File: config.mk
export PLATFORM = sky130hd
export DESIGN_NAME = dec_ib_src_arb
export DESIGN_NICKNAME = d
export VERILOG_FILES = /design/src/rtl/dec_ib_src_arb.sv
export SDC_FILE = /design/constraint.sdc
export NUM_CORES = 1
export LEC_CHECK = 0
export CELL_PAD_IN_SITES_DETAIL_PLACEMENT = 1
export CELL_PAD_IN_SITES_GLOBAL_PLACEMENT = 1
export CORE_AREA = 2 2 231 233
export DETAILED_ROUTE_END_ITERATION = 8
export DIE_AREA = 0 0 233 235
export PLACE_DENSITY_LB_ADDON = 0.1
export SYNTH_ARGS = -nofsm -noshare
export SYNTH_HDL_FRONTEND = slang
export SYNTH_SLANG_ARGS = --single-unit
File: constraint.sdc
create_clock -name clk -period 2.9 [get_ports clk]
set_input_delay 0.58 -clock clk [delete_from_list [all_inputs] [get_ports clk]]
set_output_delay 0.58 -clock clk [all_outputs]
set_load 0.005 [all_outputs]
File: src/rtl/dec_ib_src_arb.sv
`default_nettype none
// +--------------------------------------------------------------------------+
// | dec_ib_src_arb : N-source instruction-buffer arbiter + decode register   |
// | Rev 1.0                                                                  |
// +--------------------------------------------------------------------------+
module dec_ib_src_arb #(
   parameter int NSRC      = 2,
   parameter int NLANE     = 2,
   parameter int PKT_W     = 85,
   parameter int SB_W      = 2,
   parameter int PRIO_MODE = 0
) (
   input  logic                           clk,
   input  logic                           rst_l,
   input  logic                           flush,
   input  logic [NSRC*NLANE-1:0]          src_vld,
   input  logic [NSRC*NLANE*PKT_W-1:0]    src_pkt,
   input  logic [NSRC*SB_W-1:0]           src_sb,
   output logic [NSRC-1:0]                src_ack,
   input  logic [$clog2(NLANE+1)-1:0]     take_cnt,
   output logic [NLANE-1:0]               out_vld,
   output logic [NLANE*PKT_W-1:0]         out_pkt,
   output logic [SB_W-1:0]                out_sb,
   output logic [$clog2(NSRC)-1:0]        out_src,
   output logic [NLANE*31-1:0]            out_pc,
   output logic [NLANE-1:0]               out_pc4,
   output logic [NLANE*4-1:0]             out_err,
   output logic                           out_icaf2
);

   localparam int c_src_w  = $clog2(NSRC);
   localparam int c_take_w = $clog2(NLANE+1);
   localparam int c_grp_w  = NLANE*PKT_W;

   logic [NLANE-1:0]    r_vld;
   logic [c_grp_w-1:0]  r_pkt;
   logic [SB_W-1:0]     r_sb;
   logic [c_src_w-1:0]  r_src;
   logic [c_src_w-1:0]  r_rr;

   logic [c_take_w-1:0] w_cnt;
   logic [c_take_w-1:0] w_take;
   logic [NSRC-1:0]     w_req;
   logic                w_can_load;
   logic                w_load;
   logic [c_src_w-1:0]  w_win;
   logic [c_src_w-1:0]  w_idx;
   logic [c_src_w-1:0]  w_rr_nxt;
   logic [NLANE-1:0]    w_win_vld;
   logic [c_grp_w-1:0]  w_win_pkt;
   logic [SB_W-1:0]     w_win_sb;
   logic [NLANE-1:0]    w_sh_vld;
   logic [c_grp_w-1:0]  w_sh_pkt;

   always_comb begin
      w_cnt = '0;
      for (int l = 0; l < NLANE; l++)
         w_cnt = w_cnt + c_take_w'(r_vld[l]);
   end

   // Surplus take beyond what is held is simply ignored.
   assign w_take     = (take_cnt > w_cnt) ? w_cnt : take_cnt;
   assign w_can_load = (w_take == w_cnt) & ~flush;
   assign w_load     = rst_l & w_can_load & (|w_req);

   generate
      for (genvar s = 0; s < NSRC; s++) begin : g_req
         assign w_req[s]   = |src_vld[s*NLANE +: NLANE];
         assign src_ack[s] = w_load & (w_win == c_src_w'(s));
      end
   endgenerate

   always_comb begin
      w_win = '0;
      w_idx = '0;
      if (PRIO_MODE == 0) begin
         for (int s = 0; s < NSRC; s++)
            if (w_req[s]) w_win = c_src_w'(s);
      end else begin
         // Walk from farthest to nearest so the first request at/after rr wins.
         for (int k = NSRC-1; k >= 0; k--) begin
            w_idx = c_src_w'((int'(r_rr) + k) % NSRC);
            if (w_req[w_idx]) w_win = w_idx;
         end
      end
   end

   assign w_rr_nxt = (int'(w_win) == NSRC-1) ? '0 : w_win + 1'b1;

   always_comb begin
      w_win_vld = src_vld[w_win*NLANE +: NLANE];
      w_win_pkt = src_pkt[w_win*c_grp_w +: c_grp_w];
      w_win_sb  = src_sb[w_win*SB_W +: SB_W];
      for (int l = 0; l < NLANE; l++)
         if (!w_win_vld[l]) w_win_pkt[l*PKT_W +: PKT_W] = '0;
   end

   // Shift by the effective take; a take of zero holds, a full take empties.
   always_comb begin
      w_sh_vld = '0;
      w_sh_pkt = '0;
      for (int l = 0; l < NLANE; l++) begin
         for (int t = 0; t <= NLANE; t++) begin
            if ((int'(w_take) == t) && (l + t < NLANE)) begin
               w_sh_vld[l]                 = r_vld[l+t];
               w_sh_pkt[l*PKT_W +: PKT_W]  = r_pkt[(l+t)*PKT_W +: PKT_W];
            end
         end
      end
   end

   always_ff @(posedge clk) begin
      if (!rst_l) begin
         r_vld <= '0;
         r_pkt <= '0;
         r_sb  <= '0;
         r_src <= '0;
         r_rr  <= '0;
      end else if (flush) begin
         r_vld <= '0;
         r_pkt <= '0;
      end else if (w_load) begin
         r_vld <= w_win_vld;
         r_pkt <= w_win_pkt;
         r_sb  <= w_win_sb;
         r_src <= w_win;
         r_rr  <= w_rr_nxt;
      end else begin
         r_vld <= w_sh_vld;
         r_pkt <= w_sh_pkt;
      end
   end

   assign out_vld   = r_vld;
   assign out_pkt   = r_pkt;
   assign out_sb    = r_sb;
   assign out_src   = r_src;
   assign out_icaf2 = r_pkt[36];

   generate
      for (genvar l = 0; l < NLANE; l++) begin : g_dec
         assign out_pc[l*31 +: 31] = r_pkt[l*PKT_W+1  +: 31];
         assign out_pc4[l]         = r_pkt[l*PKT_W];
         assign out_err[l*4 +: 4]  = r_pkt[l*PKT_W+32 +: 4];
      end
   endgenerate

endmodule
`default_nettype wire

==> flow_summary.json <==
{
  "outcome": "completed",
  "synth.distinct_cells": 31,
  "r2r_end": "out_pkt[154]$_SDFFE_PP0P_",
  "timing.reg2reg.setup_slack_ns": 0.21,
  "p_sw_uw": 2270,
  "route.detailed.wl_per_inst_um": 22.8,
  "synth_sequential_area_ratio_pct": 38.5,
  "clock_tree_sinks": 175,
  "timing.critical_path.fanout_max": 3,
  "die_width_um": 233,
  "path_category_of_the_worst_min_delay_check": "register to register",
  "fin_total_pwr_uw": 7490,
  "wl_um": 52200,
  "ctsHtreeMaxLevel": 4,
  "cts_root_buf": "clkbuf_16",
  "synth_most_common_cell": "nand2_1",
  "placement_rows": 84,
  "pin_count_of_the_biggest_net_entering_global_routing": 86,
  "fin_crit_sh_pct": 99.2,
  "floorplan.die.height_um": 235,
  "worstSetupStartpointType": "register",
  "clockPowerShare_pct": 31.2,
  "share_seq_of_total_power_pct": 37.4,
  "timing.clock.skew_ns": 0.00770,
  "r2r_start": "out_vld[0]$_SDFFE_PP0P_",
  "timing.critical_path.slowest_stage_cell": "dfxtp_2",
  "synth-seq-cells": 175,
  "ys_dominant_reg_cell": "dfxtp_1",
  "holdCritStartpoint": "out_src$_SDFFE_PN0P_",
  "finalSetupViolations": 0,
  "path_class": "register to output port",
  "critPathMostFrequentCell": "ha_4",
  "syn_area_sq_um": 9090,
  "intPower_uw": 5230,
  "worst_ir_drop_vdd_mv": 0.382,
  "critPathLaunch": "out_vld[0]$_SDFFE_PP0P_",
  "critPathBufInv": 1,
  "final_period_minus_worst_setup_slack_ns": 2.88,
  "fin_area_sq_um": 16500,
  "worstPathArrival_ns": 2.30,
  "max_stage_delay_ns": 0.34,
  "tightestPinTransition_ns": 0.533,
  "postSynthCellCount": 1072,
  "instances_no_fill": 2295,
  "mappedNetlistNets": 1430,
  "drt_pre_antenna_iters": 4,
  "synthTopCellsByArea": "dfxtp_1 39%, nand2_1 11%, mux2i_1 9.9%",
  "place.detailed.instances": 2253,
  "worst_slew_margin_rel_pct": 64.5,
  "synth_top_cells_by_count": "259 x nand2_1, 175 x dfxtp_1, 90 x mux2i_1",
  "relative_contribution_of_combinational_cells_to_total_power_pct": 31.4,
  "slew_viol_final": 0,
  "antenna_violating_nets_post_route": 0,
  "hpwl_um": 38600,
  "final-hold-violation-count": 0,
  "grt_pass1_wl_um": 75300,
  "post-route-drc-count": 0,
  "cp-end-kind": "output port",
  "area_growth_syn_to_layout_pct": 80.9,
  "grt_usage_pct": 18.9,
  "timing.critical_path.depth": 8,
  "cp.required_ns": 2.32,
  "top_level_i_o_count": 603,
  "synthDominantCellAreaShare_pct": 38.5,
  "drt_iter0_markers": 320,
  "insertion_delay_ns": 0.49,
  "count_of_input_and_output_buffers": 602,
  "path_delay_family": "simple AND/OR/NAND/NOR gates",
  "sw_share_pct": 30.2,
  "final_layout_size_suffix_gt1_share_pct": 7.86,
  "ys_async_sr_fraction_pct": 0,
  "p_leak_uw": 0.00602,
  "max-clock-path-buffers": 2,
  "synth.yosys.warnings": 0,
  "number_of_global_route_vias_before_repair": 10600,
  "starting_density_of_the_core_pct": 17.4,
  "worst_r2r_path_depth": 13,
  "rsz0062_at_grt": "true",
  "path_clk_slew_ns": 0.07,
  "layout.nets": 1950,
  "synthesis.area_per_instance_sq_um": 8.48,
  "globalplace.congestion": 0.767,
  "cap_viol_max_count": 0,
  "clock_tree_from_tritoncts": "done",
  "cts-hold-fix-buffers": 0,
  "worstHoldEndpoint": "out_src$_SDFFE_PN0P_",
  "postPlaceCellArea_sq_um": 15800,
  "cp_cell_sequence": "ha_4, ha_4, and2_4, o31a_1, nor3_2, nand2b_1, nor2_1, buf_2",
  "fp.dieArea_sq_um": 54800,
  "timing.fmax_mhz": 348,
  "vias": 9997,
  "detail_route.vias_per_cell": 4.36,
  "hold_depth": 2,
  "numCtsBuffers": 17,
  "synth_edf_count": 0,
  "yosysTopAreaCell": "dfxtp_1",
  "globalRoute.totalOverflow": 0,
  "core_region_area_sq_um": 52200,
  "pwr_density_cell_nw_per_um2": 455,
  "grt_antenna_before_repair": 11
}
-- cell type report --
class / count / area [sq um]
flip-flops and latches: 175 / 3510
clock buffers: 27 / 533
diodes: 3 / 7.51
clock inverters: 4 / 25.0
fillers: 6068 / 35800
inverters: 5 / 18.8
well taps: 688 / 861
repair buffers: 669 / 6780
multi-input cells: 724 / 4720
-- repair_timing --
| action | in CTS | in global routing |
|---|---|---|
| setup buffers | 6 | 2 |
| pin swaps | 4 | 1 |
| gates resized for setup | 18 | 3 |
| endpoints found under the setup margin | 2 | 2 |
-- per-layer routing --
| metal | vias up | routed length, um | GRT usage (%) |
|---|---|---|---|
| li1 | 4768 | - | - |
| met4 | 12 | 797 | 5.62 |
| met3 | 47 | 3680 | 6.08 |
| met5 | - | 85 | 0 |
| met1 | 4839 | 21400 | 21.7 |
| met2 | 331 | 26300 | 33.2 |
-- cells in the final DEF (no fill, tap or decap), types with 3 or more instances in the layout --
cell             Yosys  routed
nor3_2               1       3
clkbuf_1            76       3
inv_1                5       4
o21ai_0             87      87
buf_12               0      21
nor2_1               5       4
clkdlybuf4s50_1      0     598
diode_2              0       3
a22oi_1             77      77
o2bb2ai_1           85      85
mux2i_1             90      90
a22oi_2              8       8
ha_4                 0       3
a21o_1              85      85
dfxtp_1            175     173
buf_4               73      45
nand2_1            259     258
clkbuf_8             0       7
clkbuf_16            0      17
-- how the worst max path moves through the flow --
stage,end,slack (ns)
4_1_cts,src_ack[1],-0.05
6_report,src_ack[1],0.02
3_3_place_gp,src_ack[1],-0.62
2_1_floorplan,out_pkt[82]$_SDFFE_PP0P_,0.32
5_1_grt,src_ack[1],-0.14
3_5_place_dp,src_ack[1],-0.69
-- worst register-to-register path, stage by stage (launching register included) --
cell	delay [ns]
dfxtp_2	0.34
ha_4	0.17
buf_6	0.11
inv_1	0.05
ha_2	0.17
nor2b_2	0.05
buf_4	0.12
buf_4	0.12
or4_1	0.52
and2_1	0.24
nor3_2	0.15
buf_4	0.20
buf_12	0.20
o2bb2ai_1	0.17
-- through the flow --
step / hold WS (ns) / util (%) / setup TNS, ns / worst slack [ns]
floorplan: 0.454 / - / 0 / 0.322
global placement: 0.444 / 30.2 / -45.42 / -0.621
detailed placement: 0.454 / 30.2 / -52.72 / -0.686
CTS: 0.464 / 31.4 / -0.0473 / -0.0465
global route: 0.484 / 31.5 / -0.257 / -0.138
finish: 0.461 / 31.5 / 0 / 0.0245
-- power by group through the flow --
stage                     registers, uW  clock network (uW)  logic, uW
after global placement             2860                   0       2370
after global routing               2840                2520       2550
after CTS                          2810                2450       2410
after floorplan                    2820                   0        849
after detailed placement           2860                   0       2370
final                              2800                2340       2350
-- sequential cells by signal (all words and copies together), names as in the netlist --
register and flops:
out_sb 2, out_pkt 170, out_src 1, out_vld 2
-- cell families after synthesis --
family | Yosys count | synth area share, %
compound gates | 350 | 28.2
xor+xnor | 1 | 0.0963
fa+ha+maj | 5 | 0.688
buf+inv | 173 | 10.7
flops | 175 | 38.5
mux | 90 | 9.91
simple gates | 278 | 11.9
(Power assumes the default switching activity.)
